### config.mk
export PLATFORM = sky130hd
export DESIGN_NAME = intersection_phase_ctrl_flat
export DESIGN_NICKNAME = d
export VERILOG_FILES = /design/src/rtl/intersection_phase_ctrl_if.sv /design/src/rtl/intersection_phase_ctrl.sv /design/src/flat_wrapper.sv
export SDC_FILE = /design/constraint.sdc
export NUM_CORES = 1
export LEC_CHECK = 0
export CAP_MARGIN = 20
export CELL_PAD_IN_SITES_DETAIL_PLACEMENT = 0
export CELL_PAD_IN_SITES_GLOBAL_PLACEMENT = 1
export CORE_MARGIN = 1
export CORE_UTILIZATION = 38
export DETAILED_ROUTE_END_ITERATION = 7
export PLACE_DENSITY_LB_ADDON = 0.1
export SLEW_MARGIN = 15
export SYNTH_ARGS = -nofsm -noshare
export SYNTH_HDL_FRONTEND = slang
export SYNTH_SLANG_ARGS = --single-unit
### constraint.sdc
create_clock -name CLOCK_50 -period 2.2 [get_ports CLOCK_50]
set_clock_uncertainty 0.05 [all_clocks]
set_input_delay 0.44 -clock CLOCK_50 [delete_from_list [all_inputs] [get_ports CLOCK_50]]
set_output_delay 0.44 -clock CLOCK_50 [all_outputs]
set_load 0.01 [all_outputs]
### src/rtl/intersection_phase_ctrl_if.sv
// intersection_phase_ctrl_if
// Bundles the tick/request inputs and the phase outputs of the intersection
// phase sequencer.
//   tick         one-cycle enable pulse from the seconds counter
//   car_ns       vehicle waiting on the north/south approach (level)
//   car_ew       vehicle waiting on the east/west approach (level)
//   req_ns_left  north/south left-turn request (pulse or level)
//   req_ew_left  east/west left-turn request (pulse or level)
//   phase        3-bit phase code for the light decoder
//   phase_start  high in the first cycle of each new phase
//   time_left    ticks remaining until the forced end of the current phase
// master drives the requests (top level / testbench), slave is the sequencer.
interface intersection_phase_ctrl_if #(
    parameter int CNT_W = 5
);
    logic             tick;
    logic             car_ns;
    logic             car_ew;
    logic             req_ns_left;
    logic             req_ew_left;
    logic [2:0]       phase;
    logic             phase_start;
    logic [CNT_W-1:0] time_left;

    modport master (
        output tick, car_ns, car_ew, req_ns_left, req_ew_left,
        input  phase, phase_start, time_left
    );

    modport slave (
        input  tick, car_ns, car_ew, req_ns_left, req_ew_left,
        output phase, phase_start, time_left
    );
endinterface

### src/rtl/intersection_phase_ctrl.sv
// intersection_phase_ctrl
// Phase sequencer for the intersection lights. Walks NS green -> NS yellow ->
// all red -> (EW left) -> EW green -> EW yellow -> all red -> (NS left) -> ...
// advancing only on 1 Hz ticks. Greens are actuated: a waiting cross-road car
// or left request ends a green early once the minimum green has elapsed.
// Left-turn phases are inserted only when requested.
// Ports:
//   CLOCK_50  system clock, all state updates on the rising edge
//   resetn    asynchronous active-low reset
//   bus       intersection_phase_ctrl_if.slave (tick, car/req inputs,
//             phase, phase_start, time_left outputs)
module intersection_phase_ctrl #(
    parameter int T_GREEN_MIN = 5,
    parameter int T_GREEN_MAX = 20,
    parameter int T_YELLOW    = 3,
    parameter int T_ALLRED    = 1,
    parameter int T_LEFT      = 4,
    parameter int CNT_W       = 5
) (
    input  logic                      CLOCK_50,
    input  logic                      resetn,
    intersection_phase_ctrl_if.slave  bus
);

    typedef enum logic [2:0] {
        NS_GREEN  = 3'd0,
        NS_YELLOW = 3'd1,
        NS_ALLRED = 3'd2,
        EW_LEFT   = 3'd3,
        EW_GREEN  = 3'd4,
        EW_YELLOW = 3'd5,
        EW_ALLRED = 3'd6,
        NS_LEFT   = 3'd7
    } phase_t;

    localparam logic [CNT_W-1:0] GMIN   = CNT_W'(T_GREEN_MIN);
    localparam logic [CNT_W-1:0] GMAX   = CNT_W'(T_GREEN_MAX);
    localparam logic [CNT_W-1:0] YELLOW = CNT_W'(T_YELLOW);
    localparam logic [CNT_W-1:0] ALLRED = CNT_W'(T_ALLRED);
    localparam logic [CNT_W-1:0] LEFT   = CNT_W'(T_LEFT);
    localparam logic [CNT_W-1:0] ONE    = CNT_W'(1);

    phase_t           phase_q, phase_d;
    logic [CNT_W-1:0] gel_q, gel_d;
    logic [CNT_W-1:0] rem_q, rem_d;
    logic             pend_ns_q, pend_ns_d;
    logic             pend_ew_q, pend_ew_d;
    logic             start_q, start_d;

    logic [CNT_W-1:0] gel_inc;
    logic             is_green;
    logic             demand;
    logic             exit_now;
    phase_t           succ;

    // Length of a fixed phase; greens are timed by gel instead, so 0 there.
    function automatic logic [CNT_W-1:0] duration(input phase_t p);
        case (p)
            NS_YELLOW, EW_YELLOW: duration = YELLOW;
            NS_ALLRED, EW_ALLRED: duration = ALLRED;
            EW_LEFT, NS_LEFT:     duration = LEFT;
            default:              duration = '0;
        endcase
    endfunction

    // State register. Reset lands in NS green with gel=0, so the first tick
    // after release is tick 1 of NS green.
    always_ff @(posedge CLOCK_50 or negedge resetn) begin
        if (!resetn) begin
            phase_q   <= NS_GREEN;
            gel_q     <= '0;
            rem_q     <= '0;
            pend_ns_q <= 1'b0;
            pend_ew_q <= 1'b0;
            start_q   <= 1'b0;
        end else begin
            phase_q   <= phase_d;
            gel_q     <= gel_d;
            rem_q     <= rem_d;
            pend_ns_q <= pend_ns_d;
            pend_ew_q <= pend_ew_d;
            start_q   <= start_d;
        end
    end

    // Next-state logic: successor selection, exit condition, timers and the
    // left-turn pending flags.
    always_comb begin
        phase_d   = phase_q;
        gel_d     = gel_q;
        rem_d     = rem_q;
        pend_ns_d = pend_ns_q;
        pend_ew_d = pend_ew_q;
        start_d   = 1'b0;
        gel_inc   = gel_q + ONE;
        is_green  = (phase_q == NS_GREEN) || (phase_q == EW_GREEN);
        demand    = 1'b0;
        succ      = NS_GREEN;

        case (phase_q)
            NS_GREEN: begin
                demand = bus.car_ew | pend_ew_q | bus.req_ew_left;
                succ   = NS_YELLOW;
            end
            NS_YELLOW: succ = NS_ALLRED;
            NS_ALLRED: succ = (pend_ew_q | bus.req_ew_left) ? EW_LEFT : EW_GREEN;
            EW_LEFT:   succ = EW_GREEN;
            EW_GREEN: begin
                demand = bus.car_ns | pend_ns_q | bus.req_ns_left;
                succ   = EW_YELLOW;
            end
            EW_YELLOW: succ = EW_ALLRED;
            EW_ALLRED: succ = (pend_ns_q | bus.req_ns_left) ? NS_LEFT : NS_GREEN;
            NS_LEFT:   succ = NS_GREEN;
            default:   succ = NS_GREEN;
        endcase

        exit_now = is_green ? (((gel_inc >= GMIN) && demand) || (gel_inc == GMAX))
                            : (rem_q == ONE);

        // A request is ignored while its own left phase is already running.
        if (bus.req_ns_left && (phase_q != NS_LEFT)) pend_ns_d = 1'b1;
        if (bus.req_ew_left && (phase_q != EW_LEFT)) pend_ew_d = 1'b1;

        if (bus.tick) begin
            if (exit_now) begin
                phase_d = succ;
                gel_d   = '0;
                rem_d   = duration(succ);
                start_d = 1'b1;
                // Entering a left phase serves the request, including one
                // arriving in this very cycle.
                if (succ == EW_LEFT) pend_ew_d = 1'b0;
                if (succ == NS_LEFT) pend_ns_d = 1'b0;
            end else if (is_green) begin
                gel_d = gel_inc;
            end else begin
                rem_d = rem_q - ONE;
            end
        end
    end

    assign bus.phase       = phase_q;
    assign bus.phase_start = start_q;
    assign bus.time_left   = is_green ? (GMAX - gel_q) : rem_q;

endmodule
### src/flat_wrapper.sv
// flat-port wrapper written by rule: the top's interface ports become plain ports
module intersection_phase_ctrl_flat 
#(
    parameter int T_GREEN_MIN = 5,
    parameter int T_GREEN_MAX = 20,
    parameter int T_YELLOW    = 3,
    parameter int T_ALLRED    = 1,
    parameter int T_LEFT      = 4,
    parameter int CNT_W       = 5
)
  (CLOCK_50, resetn, bus_tick, bus_car_ns, bus_car_ew, bus_req_ns_left, bus_req_ew_left, bus_phase, bus_phase_start, bus_time_left);
  intersection_phase_ctrl_if #(.CNT_W(CNT_W)) bus_i ();
  input  logic CLOCK_50;
  input  logic resetn;
  input wire logic [$bits(bus_i.tick)-1:0] bus_tick;
  input wire logic [$bits(bus_i.car_ns)-1:0] bus_car_ns;
  input wire logic [$bits(bus_i.car_ew)-1:0] bus_car_ew;
  input wire logic [$bits(bus_i.req_ns_left)-1:0] bus_req_ns_left;
  input wire logic [$bits(bus_i.req_ew_left)-1:0] bus_req_ew_left;
  output wire logic [$bits(bus_i.phase)-1:0] bus_phase;
  output wire logic [$bits(bus_i.phase_start)-1:0] bus_phase_start;
  output wire logic [$bits(bus_i.time_left)-1:0] bus_time_left;
  assign bus_i.tick = bus_tick;
  assign bus_i.car_ns = bus_car_ns;
  assign bus_i.car_ew = bus_car_ew;
  assign bus_i.req_ns_left = bus_req_ns_left;
  assign bus_i.req_ew_left = bus_req_ew_left;
  assign bus_phase = bus_i.phase;
  assign bus_phase_start = bus_i.phase_start;
  assign bus_time_left = bus_i.time_left;
  intersection_phase_ctrl #(.T_GREEN_MIN(T_GREEN_MIN), .T_GREEN_MAX(T_GREEN_MAX), .T_YELLOW(T_YELLOW), .T_ALLRED(T_ALLRED), .T_LEFT(T_LEFT), .CNT_W(CNT_W)) u_core (.CLOCK_50(CLOCK_50), .resetn(resetn), .bus(bus_i));
endmodule
# Word-level counts from Yosys, hierarchy flattened
# Cells that the tools add are included.
# word_totals
register_bits	16
input_bits	7
out_inout_bits	9
elab_cells	68
# op_classes
addsub	3
order_cmp	1
n_eq_ne	18
muxes	21
bitwise_logic	6
n_reduce_logical	13
# op_table
operator	count
5-bit 2-to-1 mux	5
3-bit one-hot mux with 8 select lines	1
3-bit == test, second input constant	7
3-bit by 2-bit == test with 1-bit output, second input constant	4
1-bit 2-to-1 mux	11
3-bit one-hot mux with 3 select lines	1
3-bit by 1-bit == test with 1-bit output, second input constant	2
3-bit 2-to-1 mux	2
1-bit bitwise OR	6
2-bit AND reduction	3
2-bit OR reduction	3
5-bit by 1-bit adder with 5-bit output, second input constant	1
5-bit by 1-bit == test with 1-bit output, second input constant	1
5-bit == test, second input constant	1
5-bit by 3-bit greater-or-equal comparator with 1-bit output, second input constant	1
5-bit by 1-bit subtractor with 5-bit output, second input constant	1
5-bit subtractor, first input constant	1
1-bit logical AND	3
3-bit zero test	1
3-bit by 2-bit != test with 1-bit output, second input constant	1
3-bit != test, second input constant	1
1-bit logical OR	2
2-bit != test, second input constant	1
1-bit one-hot mux with 2 select lines	1
2-bit nonzero test	1

# Logic depth before layout (Yosys ltp)
# logic_depth
depth_word	8
mapped_depth	7
depth_no_buf	7

# Least setup slack after synthesis
# OpenSTA, ideal clock, no wires.
# synth_timing
path_kind	flip-flop to flip-flop
from	register u_core.gel_q[0]
to	register u_core.rem_q[4]
setup_ns	0.128
t_arrival_ns	1.958
t_required_ns	2.022
setup_slack_ns	0.064
stages_incl_launch_ff	7
n_path_buf	0
period_less_slack_ns	2.136
path_cell_list	dfrtp_1 ha_1 or2b_1 nor3_2 nor3_4 nor3b_4 mux2_1
# synth_via
elab_chain_len	7
word_cells_on_any_way	9
classes_between	add/sub (1); order compare (1); eq/ne (2); mux (2); reduce/logical (3)
# synth_lines
element	line_no	text
start, declared	intersection_phase_ctrl.sv:44	logic [CNT_W-1:0] gel_q, gel_d;
start signal, assigned	intersection_phase_ctrl.sv:78	gel_q <= gel_d;
5-bit by 1-bit adder with 5-bit output *	intersection_phase_ctrl.sv:95	gel_inc = gel_q + ONE;
5-bit by 3-bit greater-or-equal comparator with 1-bit output	intersection_phase_ctrl.sv:118	exit_now = is_green ? (((gel_inc >= GMIN) && demand) || (gel_inc == GMAX))
1-bit logical AND	intersection_phase_ctrl.sv:118	
1-bit logical OR *	intersection_phase_ctrl.sv:118	
1-bit 2-to-1 mux *	intersection_phase_ctrl.sv:118	
2-bit != test (no line)	--	
2-bit AND reduction (no line)	--	
end signal, assigned	intersection_phase_ctrl.sv:79	rem_q <= rem_d;
end, declared	intersection_phase_ctrl.sv:45	logic [CNT_W-1:0] rem_q, rem_d;
# Mark *: on every way between the ends. The rest lies on a longest branch, timed or not.
# A chain may end at the register's enable or synchronous reset.

# Worst setup path in the final report
# Ends and elaborated chain as after synthesis.

==> reports/metrics.csv <==
metric,value,unit
critPathMaxStageDelay,0.40,ns
postSynthAreaPerCell,9.39,um^2
io_buffers,15,
ir_drop,0.692,mV
hold_viol,0,
synthTopCellsByArea,"dfrtp_1 (33%), ha_1 (6.1%), nor2_1 (3.7%)",
final_cells,211,
cts_root_buf,clkbuf_4,
die_w,58.7,um
cp_slowest_cell,dfrtp_1,
diodes,0,
synth_nets,143,
async_reset_ff_frac,1.00,
grt_overflow,0,
min_path_type,in2async,
die_h,58.7,um
setup_violations,0,
path_max_fanout,5,
clkLatencyLatePin,0.29,ns
grtUsageTotal,0.190,
maxSlewViolCount,0,
drive_gt1_frac,0.281,
synth_top_area_cell,dfrtp_1,
ys.flop_type,dfrtp_1,
routed_via_density,5.22,
worstPathCellList,"ha_2, buf_4, nand3_1, xnor2_1, nor4_4, buf_4, nor3b_4, mux2_1",
timing.final.crit_share,0.960,
die-area,3440,um^2
ys_types,45,
first_global_vias,1062,
reg2reg_slack,0.09,ns
grt_util_met1,0.258,
hpwlAfterDp,2120,um
dr.pass1.iters,4,
place_ws,-0.0866,ns
outcome,"complete, no violations",
coreArea,3050,um^2
relSlewSlack,0.704,
yosysTopAreaCellShare,0.328,
synth-seq-area-share,0.328,
synthCells,130,
crit_type,reg2reg,
cp.required,2.33,ns
num_io_pins,16,
start_util,0.400,
crit_family,simple AND/OR/NAND/NOR gates,
grt-busiest-layer,met2,
crit_top_cell,buf_4,
tritoncts,yes,
wl_per_cell,13.4,um
p_leak,0.688,nW
wirelength,2830,um
fmax,0.473,GHz
ys_warn_count,0,
cts_buffers,3,
clock_path_buffers,2,
area_growth,31.6,%
startpoint_type,register,
fin_nets,182,
rows,20,
maxCapViolations,0,
synth_edf_count,0,
grt_pass1_wl,4930,um
syn_area,1220,um^2
h-tree-depth,1,
power.density,1250,nW/um^2
worstPathArrival,2.25,ns
dp.cells,203,
antenna_found_initial,0,
cts_sinks,16,
tightest_slew,0.444,ns
grt_max_degree,17,
synth_seq_cells,16,
use_met2,0.305,
vias,1102,
drc,0,
grt.met3_usage,0.0308,
crit_buf_inv,2,
min_period,2.11,ns
clk_pin_slew,0.10,ns
nFillCells,297,
drtIter0Drc,38,
end_kind,register,
routabilityCongestion,0.751,
setup_ws,0.0878,ns
drtAntennaViolNets,0,
==> path summary, 6_finish.rpt <==
kind                                              from  depth (start not counted)                               to
setup / recovery           u_core.gel_q[0]$_DFFE_PN0P_                          8      u_core.rem_q[4]$_DFFE_PN0P_
hold / removal                                  resetn                          2  u_core.bus.phase[1]$_DFFE_PN0P_
setup reg to reg           u_core.gel_q[0]$_DFFE_PN0P_                          8      u_core.rem_q[4]$_DFFE_PN0P_
hold reg to reg            u_core.rem_q[1]$_DFFE_PN0P_                          1      u_core.rem_q[1]$_DFFE_PN0P_
max in group asynchronous                       resetn                          2      u_core.gel_q[2]$_DFFE_PN0P_
min in group CLOCK_50      u_core.rem_q[1]$_DFFE_PN0P_                          1      u_core.rem_q[1]$_DFFE_PN0P_
==> area by class of cell <==
cell class                 count  area, um^2  share of cell area
multi-input combinational     98         766               0.477
tap                           44        55.1              0.0343
timing repair buffer          39         320               0.199
inverter                      11        41.3              0.0257
clock buffer                   3        22.5              0.0140
sequential                    16         402               0.250
==> cell usage after synthesis, types with 2 or more instances <==
cell type   n
o21ai_1     4
or2_2       2
xnor2_1     4
nand2_1     5
nand3_1     4
nor4b_2     2
ha_1        6
nor2_1     12
mux2i_1     4
xor2_1      2
buf_2       2
o211ai_1    6
o2bb2ai_1   2
nor3_2      2
mux2_1      2
a21o_1      3
a31oi_1     3
nor3_1      2
clkbuf_1    2
a21oi_1     5
dfrtp_1    16
inv_1      11
o21ai_0     7
==> sequential cells by signal, summed over array words and instances, names as in the netlist <==
signal,count
u_core.bus.phase,3
u_core.bus.phase_start,1
u_core.gel_q,5
u_core.pend_ew_q,1
u_core.pend_ns_q,1
u_core.rem_q,5
==> power breakdown <==
| part | internal, W | total [W] | switching (W) |
|---|---|---|---|
| sequential | 0.000403 | 0.000532 | 0.000129 |
| clock | 0.0000637 | 0.000158 | 0.0000946 |
| combinational | 0.000667 | 0.00132 | 0.000654 |
| total | 0.00113 | 0.00201 | 0.000878 |
==> cells in the final DEF, fill, tap and decap left out, types with 4 or more instances in the layout <==
master	count
buf_4	24
dfrtp_1	15
nor2_1	12
inv_1	10
clkdlybuf4s50_1	10
o21ai_0	6
o211ai_1	6
o21ai_1	5
nand2_1	5
ha_1	5
xnor2_1	4
nand3_1	4
mux2i_1	4
==> logic make-up (layout without fill, tap and decap cells) <==
group | after synthesis | after routing | share of synthesized area
fa+ha+maj | 6 | 6 | 0.0615
mux | 7 | 7 | 0.0605
simple gates | 41 | 41 | 0.224
compound gates | 38 | 38 | 0.225
flops | 16 | 16 | 0.328
xor+xnor | 6 | 6 | 0.0430
buf+inv | 16 | 53 | 0.0574
==> timing repair <==
| item | in CTS | in global routing |
|---|---|---|
| pin swaps | 0 | 3 |
| setup endpoints to repair | 5 | 4 |
| gates resized for setup | 7 | 9 |
| buffers inserted | 0 | 5 |
| hold buffers | 0 | 0 |
==> through the flow <==
step	hold WS (ns)	setup TNS, ns	utilization	instance area (um^2)	power [W]
after CTS	0.417	0	0.512	1560	0.00195
final	0.424	0	0.526	1610	0.00201
after detailed placement	0.487	-0.323	0.505	1540	0.00182
after global routing	0.441	-0.00898	0.526	1610	0.00220
after global placement	0.471	-0.0342	0.505	1540	0.00180
after floorplan	0.0944	0	-	1220	0.00127
==> per-layer routing <==
| layer | share of wire | vias to the layer above |
|---|---|---|
| met5 | 0 | - |
| met3 | 0.028 | 4 |
| li1 | - | 548 |
| met1 | 0.49 | 531 |
| met2 | 0.47 | 19 |
| met4 | 0.013 | 0 |
(Power assumes the default switching activity.)
